**src/rtl/z80_io_if.sv**
```systemverilog
// Bundle of the Wishbone slave port and the Z80 I/O pin group of z80_io_initiator.
// Wishbone handshake: a request is valid when wb_cyc_in & wb_stb_in are high; the slave never stalls
// and answers a decoded address with wb_ack_out (and wb_data_out) exactly one cycle later.
interface z80_io_if;
   logic        wb_cyc_in;
   logic        wb_stb_in;
   logic        wb_we_in;
   logic [31:0] wb_addr_in;
   logic [31:0] wb_data_in;
   logic        wb_ack_out;
   logic        wb_stall_out;
   logic [31:0] wb_data_out;
   logic        irq_done_out;
   logic [7:0]  z80_address_bus;
   logic [7:0]  z80_data_bus_out;
   logic [7:0]  z80_data_bus_in;
   logic        z80_bus_dir;
   logic        z80_write_strobe_b;
   logic        z80_read_strobe_b;

   modport slave (
      input  wb_cyc_in, wb_stb_in, wb_we_in, wb_addr_in, wb_data_in, z80_data_bus_in,
      output wb_ack_out, wb_stall_out, wb_data_out, irq_done_out,
             z80_address_bus, z80_data_bus_out, z80_bus_dir,
             z80_write_strobe_b, z80_read_strobe_b
   );

   modport master (
      output wb_cyc_in, wb_stb_in, wb_we_in, wb_addr_in, wb_data_in, z80_data_bus_in,
      input  wb_ack_out, wb_stall_out, wb_data_out, irq_done_out,
             z80_address_bus, z80_data_bus_out, z80_bus_dir,
             z80_write_strobe_b, z80_read_strobe_b
   );
endinterface

```
**src/rtl/z80_io_initiator.sv**
```systemverilog
// Wishbone-controlled Z80 I/O cycle generator: programmable setup/strobe/hold phases,
// read-data capture, done/overrun status and a level completion IRQ.
module z80_io_initiator #(
   parameter logic [31:0] BASE_ADDRESS = 32'h3000_0100
) (
   input  logic       clk,
   input  logic       reset,
   z80_io_if.slave    bus,
   output logic [1:0] state_o
);
   localparam logic [31:0] CMD_ADDRESS    = BASE_ADDRESS;
   localparam logic [31:0] STATUS_ADDRESS = BASE_ADDRESS + 32'd4;
   localparam logic [31:0] TIMING_ADDRESS = BASE_ADDRESS + 32'd8;

   typedef enum logic [1:0] {
      ST_IDLE   = 2'd0,
      ST_SETUP  = 2'd1,
      ST_STROBE = 2'd2,
      ST_HOLD   = 2'd3
   } state_t;

   state_t      state_q, state_d;
   logic [3:0]  cnt_q, cnt_d;
   logic [3:0]  t_len_q, t_len_d, h_len_q, h_len_d;
   logic [7:0]  addr_q, addr_d, wdata_q, wdata_d, rdata_q, rdata_d;
   logic        dir_q, dir_d, done_q, done_d, ovr_q, ovr_d, ack_q, ack_d;
   logic [11:0] timing_q, timing_d;
   logic [31:0] rdat_q, rdat_d;

   logic wb_access, hit_cmd, hit_status, hit_timing, hit_any;
   logic cmd_wr, status_rd, timing_wr, busy, accept, complete;
   logic unused_wb_data;

   // A programmed phase length of zero still occupies one cycle.
   function automatic logic [3:0] phase_len(input logic [3:0] f);
      return (f == 4'd0) ? 4'd1 : f;
   endfunction

   always_comb begin
      wb_access  = bus.wb_cyc_in & bus.wb_stb_in;
      hit_cmd    = wb_access && (bus.wb_addr_in == CMD_ADDRESS);
      hit_status = wb_access && (bus.wb_addr_in == STATUS_ADDRESS);
      hit_timing = wb_access && (bus.wb_addr_in == TIMING_ADDRESS);
      hit_any    = hit_cmd | hit_status | hit_timing;
      cmd_wr     = hit_cmd & bus.wb_we_in;
      status_rd  = hit_status & ~bus.wb_we_in;
      timing_wr  = hit_timing & bus.wb_we_in;
      busy       = (state_q != ST_IDLE);
      accept     = cmd_wr & ~busy;
      complete   = (state_q == ST_HOLD) && (cnt_q == 4'd0);

      state_d  = state_q;
      cnt_d    = cnt_q;
      t_len_d  = t_len_q;
      h_len_d  = h_len_q;
      addr_d   = addr_q;
      wdata_d  = wdata_q;
      dir_d    = dir_q;
      rdata_d  = rdata_q;
      timing_d = timing_q;
      done_d   = done_q;
      ovr_d    = ovr_q;

      case (state_q)
         ST_IDLE: begin
            if (accept) begin
               state_d = ST_SETUP;
               cnt_d   = phase_len(timing_q[3:0]) - 4'd1;
               t_len_d = phase_len(timing_q[7:4]);
               h_len_d = phase_len(timing_q[11:8]);
               addr_d  = bus.wb_data_in[7:0];
               wdata_d = bus.wb_data_in[15:8];
               dir_d   = bus.wb_data_in[16];
            end
         end
         ST_SETUP: begin
            if (cnt_q == 4'd0) begin
               state_d = ST_STROBE;
               cnt_d   = t_len_q - 4'd1;
            end else begin
               cnt_d = cnt_q - 4'd1;
            end
         end
         ST_STROBE: begin
            if (cnt_q == 4'd0) begin
               state_d = ST_HOLD;
               cnt_d   = h_len_q - 4'd1;
               if (!dir_q) rdata_d = bus.z80_data_bus_in;
            end else begin
               cnt_d = cnt_q - 4'd1;
            end
         end
         ST_HOLD: begin
            if (cnt_q == 4'd0) state_d = ST_IDLE;
            else               cnt_d   = cnt_q - 4'd1;
         end
         default: state_d = ST_IDLE;
      endcase

      // Flags set on the same edge as a STATUS read keep their set value.
      if (status_rd) begin
         done_d = 1'b0;
         ovr_d  = 1'b0;
      end
      if (complete)      done_d = 1'b1;
      if (cmd_wr & busy) ovr_d  = 1'b1;
      if (timing_wr)     timing_d = bus.wb_data_in[11:0];

      ack_d  = hit_any;
      rdat_d = 32'd0;
      if (hit_any && !bus.wb_we_in) begin
         if (hit_status)      rdat_d = {16'd0, rdata_q, 5'd0, ovr_q, done_q, busy};
         else if (hit_timing) rdat_d = {20'd0, timing_q};
      end
   end

   always_ff @(posedge clk) begin
      if (reset) begin
         state_q  <= ST_IDLE;
         cnt_q    <= 4'd0;
         t_len_q  <= 4'd1;
         h_len_q  <= 4'd1;
         addr_q   <= 8'd0;
         wdata_q  <= 8'd0;
         dir_q    <= 1'b0;
         rdata_q  <= 8'd0;
         timing_q <= 12'h242;
         done_q   <= 1'b0;
         ovr_q    <= 1'b0;
         ack_q    <= 1'b0;
         rdat_q   <= 32'd0;
      end else begin
         state_q  <= state_d;
         cnt_q    <= cnt_d;
         t_len_q  <= t_len_d;
         h_len_q  <= h_len_d;
         addr_q   <= addr_d;
         wdata_q  <= wdata_d;
         dir_q    <= dir_d;
         rdata_q  <= rdata_d;
         timing_q <= timing_d;
         done_q   <= done_d;
         ovr_q    <= ovr_d;
         ack_q    <= ack_d;
         rdat_q   <= rdat_d;
      end
   end

   assign bus.wb_ack_out         = ack_q;
   assign bus.wb_stall_out       = 1'b0;
   assign bus.wb_data_out        = rdat_q;
   assign bus.irq_done_out       = done_q;
   assign bus.z80_address_bus    = addr_q;
   assign bus.z80_data_bus_out   = wdata_q;
   assign bus.z80_bus_dir        = (state_q != ST_IDLE) & dir_q;
   assign bus.z80_write_strobe_b = ~((state_q == ST_STROBE) & dir_q);
   assign bus.z80_read_strobe_b  = ~((state_q == ST_STROBE) & ~dir_q);
   assign state_o                = state_q;
   assign unused_wb_data         = ^bus.wb_data_in[31:17];
endmodule

```
**src/flat_wrapper.sv**
```systemverilog
// flat-port wrapper written by rule: the top's interface ports become plain ports
module z80_io_initiator_flat 
#(
   parameter logic [31:0] BASE_ADDRESS = 32'h3000_0100
)
  (clk, reset, state_o, bus_wb_cyc_in, bus_wb_stb_in, bus_wb_we_in, bus_wb_addr_in, bus_wb_data_in, bus_z80_data_bus_in, bus_wb_ack_out, bus_wb_stall_out, bus_wb_data_out, bus_irq_done_out, bus_z80_address_bus, bus_z80_data_bus_out, bus_z80_bus_dir, bus_z80_write_strobe_b, bus_z80_read_strobe_b);
  z80_io_if bus_i ();
  input  logic clk;
  input  logic reset;
  output logic [1:0] state_o;
  input wire logic [$bits(bus_i.wb_cyc_in)-1:0] bus_wb_cyc_in;
  input wire logic [$bits(bus_i.wb_stb_in)-1:0] bus_wb_stb_in;
  input wire logic [$bits(bus_i.wb_we_in)-1:0] bus_wb_we_in;
  input wire logic [$bits(bus_i.wb_addr_in)-1:0] bus_wb_addr_in;
  input wire logic [$bits(bus_i.wb_data_in)-1:0] bus_wb_data_in;
  input wire logic [$bits(bus_i.z80_data_bus_in)-1:0] bus_z80_data_bus_in;
  output wire logic [$bits(bus_i.wb_ack_out)-1:0] bus_wb_ack_out;
  output wire logic [$bits(bus_i.wb_stall_out)-1:0] bus_wb_stall_out;
  output wire logic [$bits(bus_i.wb_data_out)-1:0] bus_wb_data_out;
  output wire logic [$bits(bus_i.irq_done_out)-1:0] bus_irq_done_out;
  output wire logic [$bits(bus_i.z80_address_bus)-1:0] bus_z80_address_bus;
  output wire logic [$bits(bus_i.z80_data_bus_out)-1:0] bus_z80_data_bus_out;
  output wire logic [$bits(bus_i.z80_bus_dir)-1:0] bus_z80_bus_dir;
  output wire logic [$bits(bus_i.z80_write_strobe_b)-1:0] bus_z80_write_strobe_b;
  output wire logic [$bits(bus_i.z80_read_strobe_b)-1:0] bus_z80_read_strobe_b;
  assign bus_i.wb_cyc_in = bus_wb_cyc_in;
  assign bus_i.wb_stb_in = bus_wb_stb_in;
  assign bus_i.wb_we_in = bus_wb_we_in;
  assign bus_i.wb_addr_in = bus_wb_addr_in;
  assign bus_i.wb_data_in = bus_wb_data_in;
  assign bus_i.z80_data_bus_in = bus_z80_data_bus_in;
  assign bus_wb_ack_out = bus_i.wb_ack_out;
  assign bus_wb_stall_out = bus_i.wb_stall_out;
  assign bus_wb_data_out = bus_i.wb_data_out;
  assign bus_irq_done_out = bus_i.irq_done_out;
  assign bus_z80_address_bus = bus_i.z80_address_bus;
  assign bus_z80_data_bus_out = bus_i.z80_data_bus_out;
  assign bus_z80_bus_dir = bus_i.z80_bus_dir;
  assign bus_z80_write_strobe_b = bus_i.z80_write_strobe_b;
  assign bus_z80_read_strobe_b = bus_i.z80_read_strobe_b;
  z80_io_initiator #(.BASE_ADDRESS(BASE_ADDRESS)) u_core (.clk(clk), .reset(reset), .bus(bus_i), .state_o(state_o));
endmodule
```
**config.mk**
```make
export PLATFORM = sky130hd
export DESIGN_NAME = z80_io_initiator_flat
export DESIGN_NICKNAME = d
export VERILOG_FILES = /design/src/rtl/z80_io_if.sv /design/src/rtl/z80_io_initiator.sv /design/src/flat_wrapper.sv
export SDC_FILE = /design/constraint.sdc
export NUM_CORES = 1
export LEC_CHECK = 0
export ABC_AREA = 1
export CAP_MARGIN = 40
export CORE_ASPECT_RATIO = 0.8
export CORE_MARGIN = 5
export CORE_UTILIZATION = 68
export DETAILED_ROUTE_END_ITERATION = 12
export DONT_BUFFER_PORTS = 1
export HOLD_SLACK_MARGIN = 0.08
export PLACE_DENSITY_LB_ADDON = 0.1
export SETUP_SLACK_MARGIN = 0.15
export SKIP_LAST_GASP = 1
export SLEW_MARGIN = 0
export SYNTH_ARGS = -nofsm -noshare
export SYNTH_HDL_FRONTEND = slang
export SYNTH_SLANG_ARGS = --single-unit
```
**constraint.sdc**
```tcl
create_clock -name clk -period 3.45 [get_ports clk]
set_clock_uncertainty 0.05 [all_clocks]
set_input_delay 0.345 -clock clk [delete_from_list [all_inputs] [get_ports clk]]
set_output_delay 0.345 -clock clk [all_outputs]
set_load 0.005 [all_outputs]
```
# After elaboration in Yosys (flattened, before gate mapping)
# Cells that the tools add are included.
[word_totals] ff_bits=86 input_bits=77 output_inout_bits=56
[classes] n_addsub=4 eq_ne=11 n_mux=18 bitwise=18 n_reduce_logical=21
[ops] cell="$eq A32 B30 Y1 const B" n=3
[ops] cell="$mux W4" n=7
[ops] cell="$logic_not A4 Y1" n=4
[ops] cell="$mux W16" n=1
[ops] cell="$pmux W4 S4" n=1
[ops] cell="$sub A4 B1 Y4 const B" n=4
[ops] cell="$mux W12" n=1
[ops] cell="$and A1 B1 Y1" n=9
[ops] cell="$mux W2" n=4
[ops] cell="$pmux W2 S4" n=1
[ops] cell="$not A1 Y1" n=7
[ops] cell="$ne A2 B1 Y1 const B" n=3
[ops] cell="$reduce_bool A2 Y1" n=3
[ops] cell="$logic_and A1 B1 Y1" n=5
[ops] cell="$eq A2 B2 Y1 const B" n=2
[ops] cell="$ne A2 B2 Y1 const B" n=2
[ops] cell="$reduce_and A2 Y1" n=2
[ops] cell="$reduce_and A4 Y1" n=1
[ops] cell="$reduce_or A4 Y1" n=1
[ops] cell="$mux W1" n=3
[ops] cell="$reduce_and A3 Y1" n=1
[ops] cell="$reduce_or A3 Y1" n=1
[ops] cell="$eq A2 B1 Y1 const B" n=1
[ops] cell="$logic_not A2 Y1" n=1
[ops] cell="other kinds (3)" n=4

# Longest topological paths before layout
[logic_depth] ltp_word=7 mapped_depth=12

# Worst setup path before layout
# OpenSTA, ideal clock, no wires.
[synth_path] kind="reg2reg" start="register u_core.state_q[0], in the netlist u_core.state_o[0]" end="register u_core.addr_q[4], in the netlist u_core.bus.z80_address_bus[4]" arrival_ns=1.472 required_ns=3.284 slack_ns=1.812 stages_incl_launch_ff=10 path_cell_list="dfxtp_1 inv_1 ha_1 clkbuf_1 inv_1 nor2_4 inv_2 buf_2 nor2_1 nor2_1"
[synth_via] elab_chain_cells=4 elab_cells_between_ends=5 cone_classes="2 x bitwise; 3 x reduce/logical"
[synth_lines] item="start, declared" line="z80_io_initiator.sv:22" source="state_t state_q, state_d;"
[synth_lines] item="start signal, assigned" line="z80_io_initiator.sv:133" source="state_q <= state_d;"
[synth_lines] item="$reduce_bool A2 Y1" line="z80_io_initiator.sv:48" source="busy = (state_q != ST_IDLE);"
[synth_lines] item="$not A1 Y1" line="z80_io_initiator.sv:49" source="accept = cmd_wr & ~busy;"
[synth_lines] item="$and A1 B1 Y1" line="z80_io_initiator.sv:49"
[synth_lines] item="$reduce_and A2 Y1 (no line) (*)"
[synth_lines] item="end signal, assigned" line="z80_io_initiator.sv:137" source="addr_q <= addr_d;"
[synth_lines] item="end, declared" line="z80_io_initiator.sv:25" source="logic [7:0] addr_q, addr_d, wdata_q, wdata_d, rdata_q, rdata_d;"
# Mark *: on every way between the ends. The rest lies on a longest branch, timed or not.
# A chain may end at the register's enable or synchronous reset.

# Worst setup path in the final report
[layout_path] start="register u_core.state_q[0], in the netlist u_core.state_o[0]" end="register u_core.dir_q"
[layout_via] elab_chain_cells=4 elab_cells_between_ends=5 cone_classes="2 x bitwise; 3 x reduce/logical"
[layout_lines] item="$reduce_bool A2 Y1" line="z80_io_initiator.sv:48"
[layout_lines] item="$not A1 Y1" line="z80_io_initiator.sv:49"
[layout_lines] item="$and A1 B1 Y1" line="z80_io_initiator.sv:49"
[layout_lines] item="$reduce_and A2 Y1 (no line) (*)"
[layout_lines] item="end signal, assigned" line="z80_io_initiator.sv:139" source="dir_q <= dir_d;"
[layout_lines] item="end, declared" line="z80_io_initiator.sv:26" source="logic dir_q, dir_d, done_q, done_d, ovr_q, ovr_d, ack_q, ack_d;"
# Marked as above.

==> impl_metrics.env <==
export IMPL_dp_hpwl_um=5597
export IMPL_antenna_cells=0
export IMPL_vias_per_cell=5.232
export IMPL_cts_path_max_buffers=2
export IMPL_pin_count=133
export IMPL_cts_resized=0
export IMPL_path_clk_slew_ns=0.08
export IMPL_clk_latency_ns=0.34
export IMPL_core_sq_um=4921
export IMPL_post_place_ws_ns=1.324
export IMPL_gr_total_overflow=0
export IMPL_holdPathStages=2
export IMPL_min_path_type="in2reg"
export IMPL_yosys_cell_types_count=26
export IMPL_port_buffers=0
export IMPL_totalWireLength_um=7677
export IMPL_ctsRootBufferMaster="clkbuf_8"
export IMPL_yosys_register_bits=70
export IMPL_start_kind="flip-flop"
export IMPL_max_freq_ghz=0.4575
export IMPL_rows=23
export IMPL_first_pass_iters=4
export IMPL_fp_dieW_um=89.01
export IMPL_start_util_pct=69.01
export IMPL_grt_pass1_vias=2780
export IMPL_hold_viol_final=0
export IMPL_period_minus_slack_ns=2.186
export IMPL_min_from="bus_wb_data_in[11]"
export IMPL_die_h_um=73.21
export IMPL_p_leak_nw=1.690
export IMPL_tightest_slew_ns=0.6747
export IMPL_vdd_ir_drop_max_mv=0.3064
export IMPL_fin_nets=580
export IMPL_finalWorstSetupSlack_ns=1.264
export IMPL_reg2reg_slack_ns=1.26
export IMPL_synthesis_area_sq_um=3396
export IMPL_post_cts_buffers=0
export IMPL_end_kind="flip-flop"
export IMPL_postRouteAntennaNets=0
export IMPL_maxCapViolCount=0
export IMPL_area_growth_pct=6.079
export IMPL_worst_setup_path_type="reg2reg"
export IMPL_outcome="completed"
export IMPL_htreeDepth=3
export IMPL_synth_cells=490
export IMPL_nFillCells=401
export IMPL_cts_sinks=70
export IMPL_period_share_pct=63.36
export IMPL_critPathMaxFanout=19
export IMPL_grt_setup_unrepaired="false"
export IMPL_netlist_top_cells_area="dfxtp_1, nor2_1, nand2_1"
export IMPL_setup_violations_final=0
export IMPL_hold_end="u_core.bus.z80_data_bus_out[3]"
export IMPL_maxSlewViolCount=0
export IMPL_max_slew_margin_rel_pct=54.97
export IMPL_grtUsageTotal_pct=24.22
export IMPL_vias=2935
export IMPL_yosysTopAreaCellShare_pct=41.27
export IMPL_grt_max_degree=31
export IMPL_power_mw=1.531
export IMPL_antenna_found_initial=0
export IMPL_synth_top_area_cell="dfxtp_1"
export IMPL_worstPathRequired_ns=3.64
export IMPL_regToRegStartpoint="u_core.state_o[0]"
export IMPL_worstRegToRegCells=7
export IMPL_worstReg2RegEnd="u_core.dir_q"
export IMPL_yosys_warnings=0
export IMPL_cts_tree="done"
export IMPL_powerDensity_nw_per_um2=424.9
export IMPL_place_gp_congestion=0.8885
export IMPL_dieArea_sq_um=6516
export IMPL_drt_wirelength_per_cell_um=13.68
export IMPL_drtIter0Drc=193
export IMPL_finalSetupTns_ns=0
export IMPL_ys_seq_area_share_pct=41.27
export IMPL_cp_arrival_ns=2.37
export IMPL_route_detailed_drc=0
export IMPL_synth_area_per_cell_sq_um=6.930
export IMPL_drive_gt1_share_pct=6.413
export IMPL_grt_pass1_wl_um=12230
export IMPL_cts_made_buffers=9
## worst max-delay path by stage
stage / startpoint / endpoint
2_1_floorplan: u_core.state_o[0] / u_core.bus.z80_address_bus[4]
3_3_place_gp: u_core.state_o[0] / u_core.dir_q
3_5_place_dp: u_core.state_o[0] / u_core.dir_q
4_1_cts: u_core.state_o[0] / u_core.dir_q
5_1_grt: u_core.state_o[0] / u_core.t_len_q[0]
6_report: u_core.state_o[0] / u_core.dir_q
## synthesized netlist by cell type
library cell / instances
nand4_1: 10
nor2_2: 1
o21ai_0: 30
nand2_1: 89
nor2_1: 108
nand2_4: 2
a21oi_1: 20
nand3_2: 2
buf_6: 2
buf_4: 20
a22oi_1: 8
inv_2: 4
nor2_8: 1
ha_1: 9
o211ai_1: 3
conb_1: 1
clkbuf_1: 7
buf_2: 1
inv_1: 71
nor2_4: 4
dfxtp_1: 70
o22ai_1: 2
nand3_1: 19
o21ai_1: 4
o31ai_1: 1
xor2_1: 1
## layout by cell type, fill, tap and decap left out
cell type,Yosys,layout
nor2_1,108,108
nand2_1,89,89
inv_1,71,71
dfxtp_1,70,70
o21ai_0,30,30
a21oi_1,20,20
nand3_1,19,19
conb_1,1,17
nand4_1,10,10
clkbuf_8,0,10
ha_1,9,9
a22oi_1,8,8
dlygate4sd3_1,0,5
nor2_4,4,4
inv_2,4,4
o21ai_1,4,4
o211ai_1,3,3
clkinvlp_4,0,3
nand2_4,2,2
nand3_2,2,2
o22ai_1,2,2
buf_4,20,2
nor2_2,1,1
nor2_8,1,1
o31ai_1,1,1
xor2_1,1,1
inv_6,0,1
clkinv_4,0,1
bufinv_16,0,1
## area by class of cell
type	instances	area, sq um	area share (%)
inverters	75	281.5	7.815
flip-flops and latches	70	1401	38.90
multi-input cells	331	1569	43.56
repair buffers	7	65.06	1.806
clock buffers	10	137.6	3.821
well taps	62	77.57	2.154
clock inverters	6	70.07	1.945
## registers in the layout (all words and copies together), names as in the netlist
signal,flops
u_core.rdata_q,8
u_core.bus.wb_data_out,16
u_core.cnt_q,4
u_core.bus.z80_address_bus,8
u_core.h_len_q,4
u_core.bus.z80_data_bus_out,8
u_core.timing_q,12
u_core.bus.wb_ack_out,1
u_core.state_o,2
u_core.dir_q,1
u_core.ovr_q,1
u_core.t_len_q,4
u_core.bus.irq_done_out,1
## worst max-delay path: stages (launching register included)
cell     delay, ns
dfxtp_1       0.36
inv_1         0.13
ha_1          0.37
inv_1         0.23
nor2_4        0.43
inv_2         0.24
nor2_1        0.21
nor2_1        0.06
## metrics by stage
| stage | cells | hold WS [ns] | util, % | instance area [sq um] |
|---|---|---|---|---|
| after CTS | 560 | 0.08162 | 73.00 | 3592 |
| final | 561 | 0.08495 | 73.20 | 3602 |
| after global routing | 561 | 0.08663 | 73.20 | 3602 |
| after floorplan | 506 | 0.3641 | - | 3456 |
| after global placement | 540 | 0.3660 | 67.96 | 3344 |
| after detailed placement | 540 | 0.3680 | 67.96 | 3344 |
## cell families after synthesis
kind of cell / Yosys count / synth area share [%]
and+or+nand+nor: 236 / 29.77
buffers and inverters: 105 / 14.30
DFF: 70 / 41.27
AOI/OAI and AO/OA: 68 / 10.98
adders and majority gates: 9 / 3.316
xor gates and xnor gates: 1 / 0.2580
other: 1 / 0.1104
## what timing repair did
action,4_1_cts,5_1_grt
endpoints found under the setup margin,0,0
hold buffers,4,1
hold endpoints to repair,8,1
## metal layers
metal,up-vias,share of wire (%),track usage (%)
met5,-,0,0
met4,0,1.4,6.942
met3,11,9.7,8.916
met2,105,48,40.12
met1,1326,41,29.58
li1,1493,-,-
## power breakdown
part | internal [mW] | leakage, nW | switching, mW | total, mW
Combinational | 0.0137 | 1.03 | 0.0316 | 0.0453
Sequential | 0.807 | 0.564 | 0.000000000161 | 0.807
Clock | 0.357 | 0.0951 | 0.321 | 0.678
Total | 1.18 | 1.69 | 0.353 | 1.53
No activity file was read; power rests on OpenSTA's default activity.
